$ cat src/rtl/exu_pkg.sv
// exu_pkg: shared widths, ALU op encodings, instruction-type codes, FSM state
// encodings and the packed decode->execute bundle layout for the execute unit.
package exu_pkg;

  localparam int unsigned DATA_WIDTH       = 32;
  localparam int unsigned RD_LEN_STA       = 5;
  localparam int unsigned SHAMT_WIDTH      = 5;
  localparam int unsigned ALUOP_WIDTH      = 4;
  localparam int unsigned FU_ID_WIDTH      = 2;
  localparam int unsigned INSTR_TYPE_WIDTH = 3;
  localparam int unsigned EXU_ST_WIDTH     = 2;

  // alu_op = {bit30, func3}; 'x' positions of the ISA table are encoded as 0 here
  localparam logic [ALUOP_WIDTH-1:0] ALUOP_ADD  = 4'b0000;
  localparam logic [ALUOP_WIDTH-1:0] ALUOP_SUB  = 4'b1000;
  localparam logic [ALUOP_WIDTH-1:0] ALUOP_SLL  = 4'b0001;
  localparam logic [ALUOP_WIDTH-1:0] ALUOP_SLT  = 4'b0010;
  localparam logic [ALUOP_WIDTH-1:0] ALUOP_SLTU = 4'b0011;
  localparam logic [ALUOP_WIDTH-1:0] ALUOP_XOR  = 4'b0100;
  localparam logic [ALUOP_WIDTH-1:0] ALUOP_SRL  = 4'b0101;
  localparam logic [ALUOP_WIDTH-1:0] ALUOP_SRA  = 4'b1101;
  localparam logic [ALUOP_WIDTH-1:0] ALUOP_OR   = 4'b0110;
  localparam logic [ALUOP_WIDTH-1:0] ALUOP_AND  = 4'b0111;

  localparam logic [EXU_ST_WIDTH-1:0] EXU_ST_IDLE = 2'd0;
  localparam logic [EXU_ST_WIDTH-1:0] EXU_ST_EXEC = 2'd1;
  localparam logic [EXU_ST_WIDTH-1:0] EXU_ST_WB   = 2'd2;
  localparam logic [EXU_ST_WIDTH-1:0] EXU_ST_HALT = 2'd3;

  typedef enum logic [EXU_ST_WIDTH-1:0] {
    EXU_IDLE = EXU_ST_IDLE,
    EXU_EXEC = EXU_ST_EXEC,
    EXU_WB   = EXU_ST_WB,
    EXU_HALT = EXU_ST_HALT
  } exu_st_e;

  typedef enum logic [INSTR_TYPE_WIDTH-1:0] {
    IT_R      = 3'd0,
    IT_I      = 3'd1,
    IT_ISHIFT = 3'd2,
    IT_LOAD   = 3'd3,
    IT_STORE  = 3'd4,
    IT_BRANCH = 3'd5,
    IT_ECALL  = 3'd6,
    IT_EBREAK = 3'd7
  } instr_type_e;

  typedef struct packed {
    logic [RD_LEN_STA-1:0]  rs1;
    logic [RD_LEN_STA-1:0]  rs2;
    logic [RD_LEN_STA-1:0]  rd;
    logic [DATA_WIDTH-1:0]  rs1_val;
    logic [DATA_WIDTH-1:0]  rs2_val;
    logic [DATA_WIDTH-1:0]  imm;
    logic [DATA_WIDTH-1:0]  pc;
    logic [FU_ID_WIDTH-1:0] fu_id;
    instr_type_e            instr_type;
    logic                   use_rs1;
    logic                   use_rs2;
    logic                   use_imm;
    logic                   use_rd;
    logic                   invld_instr;
    logic [ALUOP_WIDTH-1:0] alu_op;
  } dyn_instr_t;

  localparam int unsigned DYN_INST_WIDTH = $bits(dyn_instr_t);

endpackage

$ cat src/rtl/exu_shifter.sv
// exu_shifter: iterative one-bit-per-cycle shifter.
//   load      : capture operand, shift amount and direction/arith controls
//   step      : advance one bit position while the counter is non-zero
//   result_c  : value after the current step (operand itself when counter is 0)
//   done_c    : current step is the last one (counter <= 1)
module exu_shifter
  import exu_pkg::*;
(
  input  logic                   clk,
  input  logic                   rst_n,
  input  logic                   load,
  input  logic                   step,
  input  logic                   left,
  input  logic                   arith,
  input  logic [DATA_WIDTH-1:0]  a,
  input  logic [SHAMT_WIDTH-1:0] shamt,
  output logic [DATA_WIDTH-1:0]  result_c,
  output logic                   done_c
);

  logic [DATA_WIDTH-1:0]  value;
  logic [DATA_WIDTH-1:0]  shifted_c;
  logic [SHAMT_WIDTH-1:0] count;
  logic                   left_q;
  logic                   arith_q;

  // One-position shift of the held value
  always_comb begin
    shifted_c = value >> 1;
    if (left_q) begin
      shifted_c = value << 1;
    end else if (arith_q) begin
      shifted_c = {value[DATA_WIDTH-1], value[DATA_WIDTH-1:1]};
    end
  end

  assign result_c = (count != '0) ? shifted_c : value;
  assign done_c   = (count <= SHAMT_WIDTH'(1));

  always_ff @(posedge clk or negedge rst_n) begin
    if (!rst_n) begin
      value   <= '0;
      count   <= '0;
      left_q  <= 1'b0;
      arith_q <= 1'b0;
    end else if (load) begin
      value   <= a;
      count   <= shamt;
      left_q  <= left;
      arith_q <= arith;
    end else if (step && (count != '0)) begin
      value <= shifted_c;
      count <= count - SHAMT_WIDTH'(1);
    end
  end

endmodule

$ cat src/rtl/exu.sv
// exu: execute/writeback unit. Accepts one decode bundle at a time, runs the
// ALU op (shifts iterate one bit per cycle) and emits a one-cycle writeback.
//   clk, rst_n          : clock, async active-low reset
//   dyn_instr_idu_i     : packed decode bundle (dyn_instr_t)
//   dyn_valid_idu_i     : bundle valid
//   dyn_ready_idu_o     : unit idle and accepting
//   rd_exeu_o           : writeback register index
//   wrtbck_dat_exeu_o   : writeback data
//   wrtbck_en_exeu_o    : writeback strobe (one cycle)
//   illegal_instr_o     : one-cycle pulse for an invalid bundle
//   halt_o              : sticky halt after ebreak
module exu
  import exu_pkg::*;
(
  input  logic                      clk,
  input  logic                      rst_n,
  input  logic [DYN_INST_WIDTH-1:0] dyn_instr_idu_i,
  input  logic                      dyn_valid_idu_i,
  output logic                      dyn_ready_idu_o,
  output logic [RD_LEN_STA-1:0]     rd_exeu_o,
  output logic [DATA_WIDTH-1:0]     wrtbck_dat_exeu_o,
  output logic                      wrtbck_en_exeu_o,
  output logic                      illegal_instr_o,
  output logic                      halt_o
);

  exu_st_e               state;
  dyn_instr_t            in_c;
  dyn_instr_t            inst;
  logic                  accept_c;
  logic [DATA_WIDTH-1:0] in_b_c;
  logic [DATA_WIDTH-1:0] op_a_c;
  logic [DATA_WIDTH-1:0] op_b_c;
  logic [DATA_WIDTH-1:0] alu_c;
  logic [DATA_WIDTH-1:0] shift_res_c;
  logic                  shift_done_c;
  logic                  is_shift_c;
  logic                  does_wb_c;
  logic                  is_ebreak_c;
  logic                  unused_bits;

  assign in_c     = dyn_instr_t'(dyn_instr_idu_i);
  assign accept_c = dyn_valid_idu_i && dyn_ready_idu_o;
  assign in_b_c   = in_c.use_imm ? in_c.imm : in_c.rs2_val;

  assign op_a_c = inst.rs1_val;
  assign op_b_c = inst.use_imm ? inst.imm : inst.rs2_val;

  // func3 = x01 selects the iterative shifter; invalid bundles do no ALU work
  assign is_shift_c  = (inst.alu_op[1:0] == 2'b01) && !inst.invld_instr;
  assign is_ebreak_c = (inst.instr_type == IT_EBREAK) && !inst.invld_instr;
  assign does_wb_c   = inst.use_rd && !inst.invld_instr && (inst.rd != '0) &&
                       ((inst.instr_type == IT_R) || (inst.instr_type == IT_I) ||
                        (inst.instr_type == IT_ISHIFT));

  // Fields carried by the bundle that execute does not consume
  assign unused_bits = ^{inst.rs1, inst.rs2, inst.pc, inst.fu_id,
                         inst.use_rs1, inst.use_rs2, in_b_c[DATA_WIDTH-1:SHAMT_WIDTH]};

  // Single-cycle ALU; shift codes are served by the shifter
  always_comb begin
    alu_c = '0;
    unique case (inst.alu_op[2:0])
      3'b000:  alu_c = inst.alu_op[3] ? (op_a_c - op_b_c) : (op_a_c + op_b_c);
      3'b010:  alu_c = DATA_WIDTH'($signed(op_a_c) < $signed(op_b_c));
      3'b011:  alu_c = DATA_WIDTH'(op_a_c < op_b_c);
      3'b100:  alu_c = op_a_c ^ op_b_c;
      3'b110:  alu_c = op_a_c | op_b_c;
      3'b111:  alu_c = op_a_c & op_b_c;
      default: alu_c = '0;
    endcase
  end

  // Shifter is loaded straight from the incoming bundle so EXEC starts shifting at once
  exu_shifter u_shifter (
    .clk      (clk),
    .rst_n    (rst_n),
    .load     (accept_c),
    .step     (state == EXU_EXEC),
    .left     (in_c.alu_op[2:0] == 3'b001),
    .arith    (in_c.alu_op[3]),
    .a        (in_c.rs1_val),
    .shamt    (in_b_c[SHAMT_WIDTH-1:0]),
    .result_c (shift_res_c),
    .done_c   (shift_done_c)
  );

  // Control FSM with registered outputs
  always_ff @(posedge clk or negedge rst_n) begin
    if (!rst_n) begin
      state             <= EXU_IDLE;
      inst              <= '0;
      dyn_ready_idu_o   <= 1'b0;
      rd_exeu_o         <= '0;
      wrtbck_dat_exeu_o <= '0;
      wrtbck_en_exeu_o  <= 1'b0;
      illegal_instr_o   <= 1'b0;
      halt_o            <= 1'b0;
    end else begin
      wrtbck_en_exeu_o <= 1'b0;
      illegal_instr_o  <= 1'b0;
      unique case (state)
        EXU_IDLE: begin
          dyn_ready_idu_o <= 1'b1;
          if (accept_c) begin
            inst            <= in_c;
            dyn_ready_idu_o <= 1'b0;
            state           <= EXU_EXEC;
          end
        end
        EXU_EXEC: begin
          if (!is_shift_c || shift_done_c) begin
            rd_exeu_o         <= inst.rd;
            wrtbck_dat_exeu_o <= inst.invld_instr ? '0 : (is_shift_c ? shift_res_c : alu_c);
            wrtbck_en_exeu_o  <= does_wb_c;
            illegal_instr_o   <= inst.invld_instr;
            state             <= EXU_WB;
          end
        end
        EXU_WB: begin
          if (is_ebreak_c) begin
            halt_o <= 1'b1;
            state  <= EXU_HALT;
          end else begin
            dyn_ready_idu_o <= 1'b1;
            state           <= EXU_IDLE;
          end
        end
        EXU_HALT: begin
          dyn_ready_idu_o <= 1'b0;
        end
        default: state <= EXU_IDLE;
      endcase
    end
  end

endmodule

$ cat config.mk
export PLATFORM = sky130hd
export DESIGN_NAME = exu
export DESIGN_NICKNAME = d
export VERILOG_FILES = /design/src/rtl/exu_pkg.sv /design/src/rtl/exu_shifter.sv /design/src/rtl/exu.sv
export SDC_FILE = /design/constraint.sdc
export NUM_CORES = 1
export LEC_CHECK = 0
export CORE_MARGIN = 8
export CORE_UTILIZATION = 45
export CTS_BUF_LIST = sky130_fd_sc_hd__clkbuf_4 sky130_fd_sc_hd__clkbuf_8
export CTS_CLUSTER_SIZE = 20
export DETAILED_ROUTE_END_ITERATION = 16
export HOLD_SLACK_MARGIN = 0.02
export PLACE_DENSITY_LB_ADDON = 0.05
export SYNTH_ARGS = -nofsm -noshare
export SYNTH_HDL_FRONTEND = slang
export SYNTH_HIERARCHICAL = 1
export SYNTH_SLANG_ARGS = --single-unit
$ cat constraint.sdc
create_clock -name clk -period 4.2 [get_ports clk]
set_clock_uncertainty 0.2 [all_clocks]
set_input_delay 0.84 -clock clk [delete_from_list [all_inputs] [get_ports clk]]
set_output_delay 0.84 -clock clk [all_outputs]
set_load 0.005 [all_outputs]
; ---- After elaboration in Yosys (flattened, before gate mapping)
; Cells that the tools add are included.
[word_totals]
reg_bits = 193
output_inout_bits = 41
input_bits = 160
wordCells = 94
[classes]
mux = 24
n_reduce_logical = 25
bitwise = 3
n_eq_ne = 16
add_sub_neg = 3
magnitude_cmp = 3
[ops]
columns = op, n
row1 = two-way mux 32 bit, 9
row2 = case mux 32 bit (6 select lines), 1
row3 = < comparator 32 bit, 2
row4 = adder 32 bit, 1
row5 = bitwise AND 32 bit, 1
row6 = bitwise OR 32 bit, 1
row7 = subtractor 32 bit, 1
row8 = bitwise XOR 32 bit, 1
row9 = two-way mux 5 bit, 3
row10 = == test 3 bit (second input constant), 4
row11 = nonzero test 5 bit, 2
row12 = == test 3 x 2 -> 1 bit (second input constant), 3
row13 = AND reduction 2 bit, 4
row14 = logical AND 1 bit, 7
row15 = == test 3 x 1 -> 1 bit (second input constant), 2
row16 = logical NOT 3 bit, 2
row17 = two-way mux 1 bit, 6
row18 = two-way mux 2 bit, 3
row19 = != test 2 bit (second input constant), 3
row20 = case mux 2 bit (3 select lines), 1
row21 = nonzero test 3 bit, 2
row22 = less-or-equal comparator 5 x 1 -> 1 bit (second input constant), 1
row23 = subtractor 5 x 1 -> 5 bit (second input constant), 1
row24 = == test 2 x 1 -> 1 bit (second input constant), 2
row25 = 7 further kinds, 11

; ---- Logic depth before layout (Yosys ltp)
; Gate-level depths: netlist of run 1.
[logic_depth]
ltp_word = 6
ltp_mapped = 16
mapped_depth_nobuf = 15

; ---- Cells and area by module
; The synthesis of run 1 kept the hierarchy.
[by_module_without_submodules]
columns = module, seq_area_each_um2, instances, cells_each, area_per_inst_um2
row1 = exu, 3853.7, 1, 1184, 11395.9
row2 = exu_shifter, 975.9, 1, 333, 2671.3

; ---- Least setup slack after synthesis of run 1
; No wires, ideal clock.
[synth_timing]
path_type = reg2reg
from = register inst[6] in the netlist's numbering
to = register wrtbck_dat_exeu_o[0]
t_arrival_ns = 3.691
setup_ns = 0.126
path_buffers = 2
period_less_slack_ns = 4.017
path_slack_ns = 0.183
stages_incl_launch_ff = 16
required_time_ns = 3.874
cell_sequence = dfrtp_1 clkbuf_1 clkbuf_1 mux2i_1 inv_1 fa_1 o21bai_2 a211oi_2 o21bai_2 a31oi_4 o221a_4 o21ai_4 a2111oi_4 a211oi_2 a2111oi_1 a221o_1
[synth_via]
elab_chain_cells = 6
elab_cells_between_ends = 12
classes_between = add/sub: 2 / order compare: 2 / mux: 5 / bitwise: 3
[synth_rtl]
columns = item, line_no
row1 = from (decl), exu.sv:29  ; dyn_instr_t inst;
row2 = from (signal assigned), exu.sv:106  ; inst <= in_c;
row3 = two-way mux 32 bit (*), exu.sv:47  ; assign op_b_c = inst.use_imm ? inst.imm : inst.rs2_val;
row4 = adder 32 bit / subtractor 32 bit (equally long branches), exu.sv:64  ; 3'b000: alu_c = inst.alu_op[3] ? (op_a_c - op_b_c) : (op_a_c + op_b_c);
row5 = two-way mux 32 bit, exu.sv:64
row6 = case mux 32 bit (6 select lines) (*), exu.sv:63  ; unique case (inst.alu_op[2:0])
row7 = two-way mux 32 bit (*) (2 in a row), exu.sv:114  ; wrtbck_dat_exeu_o <= inst.invld_instr ? '0 : (is_shift_c ? shift_res_c : alu_c);
row8 = to (signal assigned), exu.sv:114
row9 = to (decl), exu.sv:21  ; output logic [DATA_WIDTH-1:0] wrtbck_dat_exeu_o,
; Mark *: on every way between the ends. The rest lies on a longest branch, timed or not.
; A chain may end at the register's enable or synchronous reset.

; ---- Final worst setup path of run 1
[layout_timing]
from = register inst[6] in the netlist's numbering
to = register wrtbck_dat_exeu_o[31]
; The elaborated chain is that of the path after synthesis.

==> metrics.cfg, run 1 <==
[placement]
gp_congestion=0.916
port_buffers=154
dpl_worst_slack_ns=0.292
dpl.hpwl_mm=32.4

[critical_path]
worst-r2r-cell-count=12
critical_path_class=flop to flop
worstReg2RegStart=inst[6]
arrival_ns=4.16
r2r_slack_ns=0.22
r2r_end=wrtbck_dat_exeu_o[31]
critPathCaptureType=flop
required_ns=4.38
crit_fanout=19
startpoint_type=flop

[global_route]
grt_pass1_vias=11700
grt_max_degree=85
grt_first_pass_wirelength_mm=67.2
antenna_found_initial=0
overflow=0
track_usage=0.233

[synthesis]
syn_area_per_cell_sq_um=9.27
ys_types=82
syn_inst=1517
synthesis.nets=1798
yosys_warnings=6
yosysSeqAreaShare=0.343
ys_ff_latch=193
syn_area_sq_mm=0.0141
synth-edff-count=0
dominantRegCellSynth=dfrtp_1
async_reset_ff_frac=1.00

[final_layout]
layout_commonest_cell=dfrtp_1
layout_common_cells=dfrtp_1 (192), a21oi_1 (162), clkdlybuf4s50_1 (153), mux2_2 (124), ha_1 (118)
utilization=0.550
area_growth_pct=20.0
diodes=0
nets=1957
layout-drive-gt1-share=0.169

[floorplan]
initial_core_util=0.459
die_h_um=193
die-area_sq_mm=0.0372
core_sq_mm=0.0307
io_pins=201
std_cell_rows=64
die_w_um=193

[drt]
drc_errors=0
drt_iter0_drc=945
ant_nets=0
avgViaCountPerCell=5.71
wl_mm=42.8
via_count=11900
drt-pass1-iter-count=5
wl_per_cell_um=20.5

[worst_hold_path]
hold_path_class=input port to asynchronous set/reset pin

[status]
status=completed

[timing]
rsz0062_at_grt=false
post-route-period-util=0.947
slew_headroom=0.439
timing.final.ws_setup_ns=0.223
worst_pin_slew_ns=0.818
fin_crit_ns=3.98
slew_violations=0
max_freq_ghz=0.251
setup_viol=0
final_hold_viol_count=0
setup_tns_ns=0

[clock_network]
htreeDepth=4
cts_max_path_buffers=2
cts_tree=yes
clk_latency_ns=0.50
clk_pin_slew_ns=0.11
numCtsBuffers=17
root_buffer=clkbuf_8
holdBufCountCts=0
numClockSinks=193

[job]
drv_cap=0

-- cell families after synthesis --
group | after synthesis | share of synthesized area
compound gates | 424 | 0.200
simple gates | 344 | 0.117
buf+inv | 201 | 0.0567
mux | 194 | 0.149
flops | 193 | 0.343
fa+ha+maj | 121 | 0.109
xor+xnor | 40 | 0.0249
-- repair_timing --
item	in CTS	in global routing
gates resized for setup	0	1
endpoints found under the setup margin	0	1
buffers inserted	0	0
-- area by class of cell --
class | instances | area, sq um
sequential | 193 | 4830
fill | 2851 | 13800
clock inverter | 13 | 196
multi-input combinational | 1123 | 8470
tap | 396 | 495
inverter | 103 | 387
timing repair buffer | 238 | 2240
clock buffer | 19 | 262
-- state kept, by name (all words and copies together) (netlist names) --
name / flops
wrtbck_en_exeu_o: 1
dyn_ready_idu_o: 1
u_shifter/left_q: 1
halt_o: 1
rd_exeu_o: 5
state: 2
u_shifter/count: 5
inst: 79
u_shifter/value: 32
wrtbck_dat_exeu_o: 32
u_shifter/arith_q: 1
illegal_instr_o: 1
op_a_c: 32
-- critical path, cell delays in order, from the launching register on --
cell	delay, ns
dfrtp_2	0.41
buf_12	0.19
mux2i_1	0.43
ha_1	0.48
nor4b_1	0.44
o211ai_1	0.21
a211oi_2	0.37
a211oi_2	0.17
o31ai_2	0.26
a21oi_1	0.11
nor3_1	0.31
o31a_1	0.18
o311ai_2	0.10
-- synthesized netlist by cell type (16+ instances only) --
cell / count / area share
a21oi_1: 162 / 0.058
a221oi_1: 18 / 0.011
a22oi_1: 16 / 0.0085
and3_1: 36 / 0.016
clkbuf_1: 72 / 0.019
dfrtp_1: 193 / 0.34
ha_1: 119 / 0.11
inv_1: 97 / 0.026
mux2_2: 124 / 0.099
mux2i_1: 70 / 0.050
nand2_1: 114 / 0.030
nor2_1: 97 / 0.026
nor2b_1: 17 / 0.0076
o21ai_0: 62 / 0.022
o31ai_1: 38 / 0.020
xnor2_1: 31 / 0.019
-- metal layers --
metal / wire (um) / GRT usage / vias to the layer above
li1: - / - / 5752
met1: 21900 / 0.356 / 5788
met3: 2540 / 0.0428 / 37
met2: 17700 / 0.331 / 322
met5: 0 / 0 / -
met4: 557 / 0.0555 / 0
-- per-stage QoR --
stage	cell area (sq um)	instances	hold WS, ns
2_1_floorplan	14100	1517	0.265
3_3_place_gp	16400	2053	0.255
3_5_place_dp	16400	2053	0.260
4_1_cts	16900	2085	0.178
5_1_grt	16900	2085	0.211
6_report	16900	2085	0.176
-- worst max path at each step --
stage                                 end     from  slack, ns
finish              wrtbck_dat_exeu_o[31]  inst[6]       0.22
floorplan            wrtbck_dat_exeu_o[0]  inst[6]       0.18
global route        wrtbck_dat_exeu_o[30]  inst[6]       0.04
global placement    wrtbck_dat_exeu_o[31]  inst[6]       0.33
CTS                 wrtbck_dat_exeu_o[31]  inst[6]       0.27
detailed placement  wrtbck_dat_exeu_o[31]  inst[6]       0.29
Power of run 1 is not shown: default switching activity piles up to over one toggle a cycle in this logic, so the estimate is an artifact.
==> run 2, diff against run 1 <==
--- a/config.mk
+++ b/config.mk
@@ -5,6 +5,7 @@
 export SDC_FILE = /design/constraint.sdc
 export NUM_CORES = 1
 export LEC_CHECK = 0
+export ABC_AREA = 1
 export CORE_MARGIN = 8
 export CORE_UTILIZATION = 45
 export CTS_BUF_LIST = sky130_fd_sc_hd__clkbuf_4 sky130_fd_sc_hd__clkbuf_8
==> run 2 against run 1 <==
Against the previous run: non-clock buffer count down 48; sequential share of layout area down 1.7 points; hold slack got worse by 0.066 ns; worst setup slack better by 0.24 ns; sequential cell count unchanged; routed wire length rose by 30%; fmax increased by 6.5%; highest routed layer unchanged.
==> metrics.cfg, run 2 <==
[status]
status=completed

[floorplan]
std_cell_rows=68  ; +6.3%
initial_core_util=0.454  ; -0.00469
die_h_um=202  ; +4.8%
die-area_sq_mm=0.0408  ; +9.7%
io_pins=201  ; unchanged
core_sq_mm=0.0343  ; +12%
die_w_um=202  ; +4.8%

[synthesis]
dominantRegCellSynth=dfrtp_1
yosysTopAreaCell=dfrtp_1
async_reset_ff_frac=1.00  ; unchanged
ys_types=46  ; -44%
synth_top_area_frac=0.310  ; -0.0331
syn_area_sq_mm=0.0156  ; +11%
synth-edff-count=0  ; unchanged
synthTopCellsByArea=dfrtp_1 (31%), nand2_1 (18%), ha_1 (9.6%), inv_1 (9.1%), nand3_1 (5.7%)
syn_inst=2374  ; +56%
ys_ff_latch=193  ; unchanged
post-synth-top-count-cell=nand2_1
syn_area_per_cell_sq_um=6.56  ; -29%
netlist_top_cells_count=nand2_1 (740), inv_1 (379), dfrtp_1 (193)
yosysSeqAreaShare=0.310  ; -0.0331
synthesis.nets=2655  ; +48%
yosys_warnings=6  ; unchanged

[timing]
rsz0062_at_grt=false
setup_tns_ns=0  ; unchanged
final_hold_viol_count=0  ; unchanged
max_freq_ghz=0.268  ; +6.5%
fin_crit_ns=3.73  ; -0.243 ns
worst_pin_slew_ns=0.992  ; +0.174 ns
post-route-period-util=0.889  ; -0.0579
slew_headroom=0.322  ; -0.117
slew_violations=0  ; unchanged
setup_viol=0  ; unchanged

[global_route]
grt_pass1_vias=15000  ; +29%
overflow=0  ; unchanged
grt_first_pass_wirelength_mm=86.6  ; +29%
grt_max_degree=72  ; -15%
track_usage=0.271  ; +0.0378
antenna_found_initial=0  ; unchanged

[final_layout]
largest_register=inst
nets=2772  ; +42%
fillers=3518  ; +23%
utilization=0.524  ; -0.0266
layout_common_cells=nand2_1 (739), inv_1 (379), dfrtp_1 (192), nor2_1 (188), nand3_1 (177)
seqCellArea_sq_mm=0.00483  ; unchanged
largest_register_ffs=79  ; unchanged
fin_cells=2958  ; +42%
multi_input_area_sq_mm=0.00884  ; +4.3%
area_growth_pct=15.4
layout_commonest_cell=nand2_1
layout-drive-gt1-share=0.0599  ; -0.109
diodes=0  ; unchanged

[clock_network]
root_buffer=clkbuf_8
clk_pin_slew_ns=0.11  ; about the same
cts_tree=yes
ctsResizeCount=0  ; unchanged
cts_setup_buffers=0  ; unchanged
numClockSinks=193  ; unchanged
numCtsBuffers=17  ; unchanged
htreeDepth=4  ; unchanged
cts_max_path_buffers=2  ; unchanged
holdBufCountCts=0  ; unchanged
clk_latency_ns=0.53  ; +0.03 ns

[drt]
drt_iter0_drc=1247  ; +32%
dr_wl_met3_mm=2.97  ; +17%
wl_per_cell_um=18.8  ; -8.1%
via_count=15500  ; +30%
drc_errors=0  ; unchanged
routed.top_layer=met4
ant_nets=0  ; unchanged
avgViaCountPerCell=5.23  ; -8.3%
wl_mm=55.8  ; +30%
wl_met2_mm=26.1  ; +47%
wl_met1_mm=24.5  ; +11%
drt-pass1-iter-count=7  ; +2

[critical_path]
critical_path_class=flop to flop
startpoint_type=flop
worstReg2RegStart=inst[6]
r2r_slack_ns=0.47  ; +0.24 ns
crit_fanout=37  ; +18
required_ns=4.43  ; +0.05 ns
r2r_end=wrtbck_dat_exeu_o[29]
critPathCaptureType=flop
worst-r2r-cell-count=17  ; +5
arrival_ns=3.97  ; -0.19 ns

[worst_hold_path]
hold_path_class=input port to asynchronous set/reset pin

[job]
drv_cap=0  ; unchanged

[placement]
gp_congestion=0.982  ; +7.2%
dp_cells=2927  ; +43%
dpl.hpwl_mm=43.8  ; +35%
port_buffers=154  ; unchanged

## run 2: cell types whose count changed after synthesis, sizes merged, moves of 36 or more
cell	before	now
and3	36	0
inv	103	383
mux2	124	35
mux2i	70	0
nand2	114	742
nand3	11	179
nor2	100	198
o21ai	68	174
o31ai	39	0
## run 2: cell type report
type	count	area share
well taps	455	0.0317
clock buffers	17	0.0130
flip-flops and latches	193	0.269
inverters	386	0.0807
multi-input cells	1703	0.492
clock inverters	14	0.00962
repair buffers	190	0.104
## run 2: worst max-delay path, stage by stage (launching register included)
cell and delay (ns):
dfrtp_2 0.62, buf_12 0.26, o21ai_0 0.38, ha_1 0.40
nand2_1 0.20, inv_1 0.06, nand2_1 0.06, nand2_1 0.16
inv_1 0.10, nand3_1 0.27, nand2_1 0.21, nand2_1 0.07
nand2_1 0.06, nand3_1 0.15, nand3_1 0.19, nand3_1 0.10
nand2_1 0.08, nand2_1 0.05
## run 2: routing by layer
metal	GRT usage	vias to the layer above
met1	0.349	7270
met4	0.118	0
met5	0	-
met3	0.0440	83
li1	-	7677
met2	0.443	450
## run 2: logic make-up after synthesis
family	after synthesis	synth area share
compound gates	381	0.136
xor+xnor	4	0.00225
fa+ha+maj	121	0.0982
buf+inv	478	0.123
flops	193	0.310
mux	35	0.0253
simple gates	1162	0.305
## run 2: worst max-delay path by stage
stage                                  endpoint  slack [ns]    start  depth (start not counted)
after floorplan            wrtbck_dat_exeu_o[0]        1.30  inst[6]                         20
after global placement    wrtbck_dat_exeu_o[29]        0.59  inst[6]                         17
after detailed placement  wrtbck_dat_exeu_o[31]        0.55  inst[6]                         15
after CTS                 wrtbck_dat_exeu_o[31]        0.53  inst[6]                         15
after global routing      wrtbck_dat_exeu_o[31]        0.19  inst[6]                         15
final                     wrtbck_dat_exeu_o[29]        0.47  inst[6]                         17
## run 2: per-stage QoR
step | hold WS [ns] | instance area (sq um) | setup slack, ns
3_5_place_dp | 0.254 | 17600 | 0.550
2_1_floorplan | 0.243 | 15600 | 1.30
4_1_cts | 0.108 | 18000 | 0.527
5_1_grt | 0.132 | 18000 | 0.191
3_3_place_gp | 0.255 | 17600 | 0.586
6_report | 0.111 | 18000 | 0.467
Power of run 2 is left out for the same reason.
